`src/rtl/mux_scan_pkg.sv`:
```
// Shared constants and helpers for the 4:1 mux scan sequencer.
// FSM encodings, channel geometry and enabled-channel search functions.
package mux_scan_pkg;

  localparam int NCH   = 4;
  localparam int SEL_W = 2;

  typedef logic [1:0] state_t;

  localparam logic [1:0] ST_IDLE  = 2'd0;
  localparam logic [1:0] ST_DWELL = 2'd1;
  localparam logic [1:0] ST_FIN   = 2'd2;

  // Lowest set index of mask; 0 when mask is empty.
  function automatic logic [SEL_W-1:0] lowest_ch(input logic [NCH-1:0] mask);
    logic [SEL_W-1:0] r;
    r = '0;
    for (int i = NCH - 1; i >= 0; i--) begin
      if (mask[i]) r = SEL_W'(i);
    end
    return r;
  endfunction

  // Lowest set index strictly above cur; returns cur when none is found.
  function automatic logic [SEL_W-1:0] next_ch(input logic [NCH-1:0] mask,
                                              input logic [SEL_W-1:0] cur);
    logic [SEL_W-1:0] r;
    r = cur;
    for (int i = NCH - 1; i >= 0; i--) begin
      if (mask[i] && (i > int'(cur))) r = SEL_W'(i);
    end
    return r;
  endfunction

endpackage

```
`src/rtl/mux_scan_dwell_cnt.sv`:
```
// Loadable dwell down-counter with zero flag (and one flag when
// MUX_SCAN_DBL_SAMPLE_EN is defined, for the penultimate-edge sample).
module mux_scan_dwell_cnt #(
  parameter int CNT_W = 8
) (
  input  logic             clk,
  input  logic             rst_n,
  input  logic             load,
  input  logic [CNT_W-1:0] load_val,
  input  logic             dec,
  output logic             zero
`ifdef MUX_SCAN_DBL_SAMPLE_EN
  ,
  output logic             one
`endif
);

  logic [CNT_W-1:0] cnt_q;

  // Load has priority so a reload on the sample edge wins over decrement.
  always_ff @(posedge clk or negedge rst_n) begin
    if (!rst_n) begin
      cnt_q <= '0;
    end else if (load) begin
      cnt_q <= load_val;
    end else if (dec && (cnt_q != '0)) begin
      cnt_q <= cnt_q - 1'b1;
    end
  end

  assign zero = (cnt_q == '0);
`ifdef MUX_SCAN_DBL_SAMPLE_EN
  assign one  = (cnt_q == CNT_W'(1));
`endif

endmodule

```
`src/rtl/mux_scan_ctrl.sv`:
```
// Scan sequencer for a 4:1 mux: steps s through enabled channels, samples y_in
// at each dwell end. Optional double-sample check: MUX_SCAN_DBL_SAMPLE_EN.
module mux_scan_ctrl
  import mux_scan_pkg::*;
#(
  parameter int DWELL = 4,
  parameter int CNT_W = 8
) (
  input  logic             clk,
  input  logic             rst_n,
  input  logic             start,
  input  logic [NCH-1:0]   ch_mask,
  input  logic             y_in,
  output logic [SEL_W-1:0] s,
  output logic             busy,
  output logic             done,
  output logic [NCH-1:0]   snap,
  output logic             snap_valid
`ifdef MUX_SCAN_DBL_SAMPLE_EN
  ,
  output logic             mismatch
`endif
);

  generate
    if ((DWELL < 1) || (DWELL > 255)) begin : g_dwell_range
      $error("mux_scan_ctrl: DWELL out of range");
    end
    if ((64'd1 << CNT_W) <= 64'(DWELL)) begin : g_cnt_w_check
      $error("mux_scan_ctrl: CNT_W too narrow for DWELL");
    end
`ifdef MUX_SCAN_DBL_SAMPLE_EN
    if (DWELL < 2) begin : g_dbl_dwell_check
      $error("mux_scan_ctrl: double sampling needs DWELL >= 2");
    end
`endif
  endgenerate

  state_t           state_q;
  logic [NCH-1:0]   mask_q;
  logic [NCH-1:0]   cur_bit;
  logic [NCH-1:0]   remaining;
  logic             launch;
  logic             sample;
  logic             cnt_load;
  logic             cnt_dec;
  logic             cnt_zero;

  assign launch    = (state_q == ST_IDLE) && start;
  assign sample    = (state_q == ST_DWELL) && cnt_zero;
  assign cur_bit   = {{(NCH-1){1'b0}}, 1'b1} << s;
  assign remaining = mask_q & ~cur_bit;

  // Reload at launch and at every sample edge that moves on to another channel.
  assign cnt_load = launch || (sample && (remaining != '0));
  assign cnt_dec  = (state_q == ST_DWELL) && !cnt_zero;

`ifdef MUX_SCAN_DBL_SAMPLE_EN
  logic cnt_one;
`endif

  mux_scan_dwell_cnt #(
    .CNT_W (CNT_W)
  ) u_dwell_cnt (
    .clk      (clk),
    .rst_n    (rst_n),
    .load     (cnt_load),
    .load_val (CNT_W'(DWELL - 1)),
    .dec      (cnt_dec),
    .zero     (cnt_zero)
`ifdef MUX_SCAN_DBL_SAMPLE_EN
    ,
    .one      (cnt_one)
`endif
  );

  always_ff @(posedge clk or negedge rst_n) begin
    if (!rst_n) begin
      state_q    <= ST_IDLE;
      mask_q     <= '0;
      s          <= '0;
      busy       <= 1'b0;
      done       <= 1'b0;
      snap       <= '0;
      snap_valid <= 1'b0;
    end else begin
      case (state_q)
        ST_IDLE: begin
          done <= 1'b0;
          if (start) begin
            mask_q     <= ch_mask;
            snap       <= '0;
            snap_valid <= 1'b0;
            if (ch_mask != '0) begin
              s       <= lowest_ch(ch_mask);
              busy    <= 1'b1;
              state_q <= ST_DWELL;
            end else begin
              // Empty mask: finish immediately, leaving s where it was.
              busy       <= 1'b0;
              done       <= 1'b1;
              snap_valid <= 1'b1;
              state_q    <= ST_FIN;
            end
          end
        end
        ST_DWELL: begin
          if (cnt_zero) begin
            snap[s] <= y_in;
            mask_q  <= remaining;
            if (remaining != '0) begin
              s <= next_ch(remaining, s);
            end else begin
              busy       <= 1'b0;
              done       <= 1'b1;
              snap_valid <= 1'b1;
              state_q    <= ST_FIN;
            end
          end
        end
        ST_FIN: begin
          done    <= 1'b0;
          state_q <= ST_IDLE;
        end
        default: begin
          busy    <= 1'b0;
          done    <= 1'b0;
          state_q <= ST_IDLE;
        end
      endcase
    end
  end

`ifdef MUX_SCAN_DBL_SAMPLE_EN
  logic first_q;

  // Early sample on the penultimate edge, compared against the final one.
  always_ff @(posedge clk or negedge rst_n) begin
    if (!rst_n) begin
      first_q  <= 1'b0;
      mismatch <= 1'b0;
    end else if (launch) begin
      mismatch <= 1'b0;
    end else if ((state_q == ST_DWELL) && cnt_one) begin
      first_q <= y_in;
    end else if (sample && (y_in != first_q)) begin
      mismatch <= 1'b1;
    end
  end
`endif

endmodule

```
`config.mk`:
```
export PLATFORM = sky130hd
export DESIGN_NAME = mux_scan_ctrl
export DESIGN_NICKNAME = d
export VERILOG_FILES = /design/src/rtl/mux_scan_pkg.sv /design/src/rtl/mux_scan_dwell_cnt.sv /design/src/rtl/mux_scan_ctrl.sv
export SDC_FILE = /design/constraint.sdc
export NUM_CORES = 1
export LEC_CHECK = 0
export ABC_AREA = 1
export BUFFER_PORTS_ARGS = -buffer_cell sky130_fd_sc_hd__buf_4
export CORE_MARGIN = 1
export CORE_UTILIZATION = 40
export DETAILED_ROUTE_END_ITERATION = 10
export SKIP_CTS_REPAIR_TIMING = 1
export SLEW_MARGIN = 20
export SYNTH_ARGS = -nofsm -noshare
export SYNTH_HDL_FRONTEND = slang
export SYNTH_SLANG_ARGS = --single-unit
```
`constraint.sdc`:
```
create_clock -name clk -period 2.5 [get_ports clk]
set_input_delay 0.125 -clock clk [delete_from_list [all_inputs] [get_ports clk]]
set_output_delay 0.125 -clock clk [all_outputs]
set_load 0.01 [all_outputs]
```
---- Yosys cells after proc, flatten, opt, wreduce, memory -nomap -nowiden ----
Cells that the tools add are included.
storage, ports and cells
  output and inout port bits .............. 9
  flip-flop bits (word level) ............. 23
  input port bits ......................... 8
cells by class
  shifts and indexed selects .............. 1
  bitwise logic cells ..................... 3
  add/subtract/negate cells ............... 1
  equal/unequal tests ..................... 8
  reductions and logical operators ........ 24
  muxes and demuxes ....................... 40
  magnitude comparators ................... 5
operators by type and width
  cell                                                                      count
  2-bit 2-to-1 mux                                                          15
  4-bit 2-to-1 mux                                                          4
  8-bit 2-to-1 mux                                                          2
  4-bit one-hot mux with 2 select lines                                     2
  1-bit 2-to-1 mux                                                          10
  1-bit logical AND                                                         9
  8-bit zero test                                                           1
  2-bit one-hot mux with 2 select lines                                     2
  4-bit AND reduction                                                       2
  4-bit nonzero test                                                        2
  8-bit nonzero test                                                        1
  8-bit by 1-bit subtractor with 8-bit output (second input constant)       1
  2-bit inequality test (second input constant)                             3
  3-bit AND reduction                                                       2
  6-bit AND reduction                                                       1
  4-bit AND                                                                 1
  4-bit bitwise mux                                                         1
  2-bit greater-than comparator (first input constant)                      2
  2-bit by 1-bit inequality test with 1-bit output (second input constant)  2
  4-bit by 1-bit inequality test with 1-bit output (second input constant)  1
  4-bit NOT                                                                 1
  1-bit one-hot mux with 2 select lines                                     2
  2-bit nonzero test                                                        2
  1-bit by 2-bit left shift with 4-bit output (first input constant)        1
  12 further kinds                                                          12

---- Depth between registers and ports, before layout ----
  word-level depth ........................ 10
  depth in mapped cells ................... 10
  depth with buffers taken out ............ 10

---- Modules after synthesis ----
From an unflattened synthesis, not the netlist that was laid out.
unflattened totals
  cell total of the unflattened synthesis .. 213
  area total of the unflattened synthesis .. 1,577.8 sq um
by module, submodules not included
  module              instances  cells each  area each (sq um)  seq. area each (sq um)
  mux_scan_ctrl       1          120         980.9              375.4
  mux_scan_dwell_cnt  1          93          596.8              200.2

---- Worst setup path after synthesis ----
Ideal clock, no wire load.
  kind .................................... reg2reg
  start point ............................. reg u_dwell_cnt.cnt_q[0]
  end point ............................... reg u_dwell_cnt.cnt_q[4]
  path slack .............................. 1.121 ns
  data arrival time ....................... 1.261 ns
  clock period less this slack ............ 1.379 ns
  stages on the path, launching flop included .. 10
  path through ............................ dfrtp_1 > inv_1 > ha_1 > nand3_1 > nor2_4 > nand2_2 > nand2_4 > nand2_1 > nand3b_1 > nand2_1
on the way
  word-level cells in the longest chain between the ends .. 5
  elaborated cells on any way between the ends .. 12
  classes of those cells .................. 1 x add/sub; 2 x mux; 9 x reduce/logical
RTL lines
  what                                                                                                 RTL line                  source
  from (decl)                                                                                          mux_scan_dwell_cnt.sv:18  logic [CNT_W-1:0] cnt_q;
  from (signal assigned)                                                                               mux_scan_dwell_cnt.sv:25  cnt_q <= load_val;
  from (signal assigned)                                                                               mux_scan_dwell_cnt.sv:27  cnt_q <= cnt_q - 1'b1;
  parallel branches: the longest is 5 deep, another holds 8-bit by 1-bit subtractor with 8-bit output  n/a
Parallel ways; which one is timed is not known. The select of a mux whose other input is x is not followed.
A chain may end at the register's enable or synchronous reset.

---- Final worst setup path ----
Ends and elaborated chain as after synthesis.

==> impl_metrics.toml <==
[drt]
drt_iter0_markers = 31
dr_total_vias = 1218
drt_pass1_iterations = 4
post_drt_via_cell_ratio = 4.83
drc = 0
wl_mm = 2.83
drtAntennaViolNets = 0
routedWlPerCell_um = 11.2

[sta]
slew_viol_final = 0
setup_tns_ps = 0
period_minus_slack_ps = 1620
period_share = 0.648
setup-violations-final = 0
final-hold-violation-count = 0
rsz0062_at_grt = "false"
slew_headroom = 0.769
hold_ws_ps = 91.6
worst_pin_slew_ps = 344
final.setup_skew_ps = 8.19
fmax_ghz = 0.618

[synthesis]
synth.avg_cell_area_um2 = 7.47
yosysWarnings = 0
ys_ff_latch = 23
synth_nets = 198
synthTopCellsByArea = "dfrtp_1 (41%), nand2_1 (16%), nand3_1 (7.5%)"
yosysTopAreaCell = "dfrtp_1"
seq_area_frac_synth = 0.410
yosys.area.top_type_share = 0.410
yosysUniqueCellTypes = 25
synthesis.instances = 188
synthesis.area_um2 = 1410

[global_routing]
grt_max_degree = 24
grt_pass1_wl_mm = 4.73
antenna_found_initial = 0
grt_use_total = 0.174
overflow = 0
first_global_vias = 1082

[power]
vdd_drop_max_v = 0.000173
power_uw = 581
power_leakage_nw = 0.831
powerDensity_nw_per_um2 = 367

[clock_network]
clock-root-buffer = "clkbuf_4"
cts_buffers = 3
clkSinkCount = 23
worstSkewPairLatency_ps = 320
clockBufferDepth = 2
cts.clk_slew.worst_paths_ps = 130
cts_max_level = 1
cts_tree = "yes"

[placed_design]
dp_hpwl_mm = 2.17
io_buffers = 16
gp_congestion = 0.865

[floorplan]
die_y_um = 61.3
die_area_um2 = 3750
pin_count = 17
core_um2 = 3360
rows = 21
die_width_um = 61.3
start_util = 0.418

[final_layout]
fin_nets = 217
mostFrequentLayoutCells = "nand2_1 (61), dfrtp_1 (23), nand3_1 (21)"
fill_cells = 378
drive_gt1_frac = 0.165
diodes = 0
final_common_cell = "nand2_1"
areaGrowthSynthToFinish_pct = 12.6

[setup_path]
crit_arrival_ps = 1840
r2r_slack_ps = 880
cp-end-kind = "flip-flop"
startpoint_type = "flip-flop"
cp_max_fo = 15
crit_type = "flip-flop to flip-flop"
crit_required_ps = 2720

[flow_run]
maxCapViolCount = 0

[run_status]
status = "completed"

[worst_hold_path]
hold_path_class = "primary input to flip-flop"
[worst paths after layout]
kind,startpoint,endpoint,cells after the start
max,u_dwell_cnt.cnt_q[0],u_dwell_cnt.cnt_q[4],9
min,y_in,snap[2],3
max reg2reg,u_dwell_cnt.cnt_q[0],u_dwell_cnt.cnt_q[4],9
min reg2reg,busy,busy,2
max in group asynchronous,rst_n,state_q[0],2
min in group asynchronous,rst_n,done,2
[kinds of logic (layout without fill, tap and decap cells)]
family | after synthesis | after routing | synth area share
DFF | 23 | 23 | 0.410
xor gates and xnor gates | 3 | 3 | 0.0187
and+or+nand+nor | 113 | 113 | 0.372
buffers and inverters | 24 | 42 | 0.0837
AOI/OAI and AO/OA | 23 | 23 | 0.0980
adders and majority gates | 2 | 2 | 0.0178
[per-layer routing]
| layer | up-vias | part of all wire | track usage |
|---|---|---|---|
| li1 | 633 | - | - |
| met1 | 562 | 0.51 | 0.242 |
| met2 | 18 | 0.45 | 0.273 |
| met3 | 5 | 0.022 | 0.0252 |
| met4 | 0 | 0.017 | 0.0682 |
| met5 | - | 0 | 0 |
[cell usage after synthesis]
| cell type | n |
|---|---|
| nor2_8 | 1 |
| buf_12 | 1 |
| ha_1 | 2 |
| nand2_2 | 2 |
| nor3_1 | 1 |
| a21oi_2 | 4 |
| a21oi_1 | 6 |
| o21ai_0 | 8 |
| nand2_4 | 3 |
| nor2_4 | 2 |
| inv_1 | 20 |
| nand2_1 | 61 |
| buf_2 | 1 |
| inv_4 | 1 |
| o21ai_1 | 2 |
| nor2_2 | 2 |
| xor2_1 | 3 |
| buf_6 | 1 |
| nor2_1 | 18 |
| nand3_1 | 21 |
| o31ai_1 | 1 |
| dfrtp_1 | 23 |
| nand3b_1 | 2 |
| o21a_1 | 1 |
| o21bai_1 | 1 |
[critical path, stage by stage, from the launching register on]
cell and delay (ps):
dfrtp_1 430, inv_1 90, ha_1 140, nand3_1 110, nor2_4 170, nand2_2 80
nand2_4 160, nand2_1 170, nand3b_1 120, nand2_1 60
[state kept, by name (all words and copies together), names as in the netlist]
signal	cells
busy	1
snap	4
s	2
u_dwell_cnt.cnt_q	8
done	1
snap_valid	1
mask_q	4
state_q	2
[area by class of cell]
cell class / instances / area (um2) / share of cell area
Sequential cell: 23 / 576 / 0.364
Clock buffer: 4 / 26.3 / 0.0166
Timing Repair Buffer: 17 / 130 / 0.0822
Inverter: 21 / 81.3 / 0.0514
Tap cell: 46 / 57.6 / 0.0364
Multi-Input combinational cell: 141 / 712 / 0.450
[stage by stage]
step / utilization / instances / area (um2) / setup WS (ps)
finish: 0.471 / 252 / 1580 / 881
global route: 0.471 / 252 / 1580 / 759
CTS: 0.468 / 251 / 1570 / 867
detailed placement: 0.460 / 247 / 1550 / 878
global placement: 0.460 / 247 / 1550 / 957
floorplan: - / 188 / 1410 / 1120
[power breakdown]
group	leakage, nW	switching [mW]	total [mW]	internal [mW]
clock network	0.0150	0.114	0.177	0.0624
registers	0.289	0.000586	0.373	0.373
logic	0.527	0.0184	0.0307	0.0122
total	0.831	0.133	0.581	0.447
Note: power is estimated with default switching activity, not from simulation.
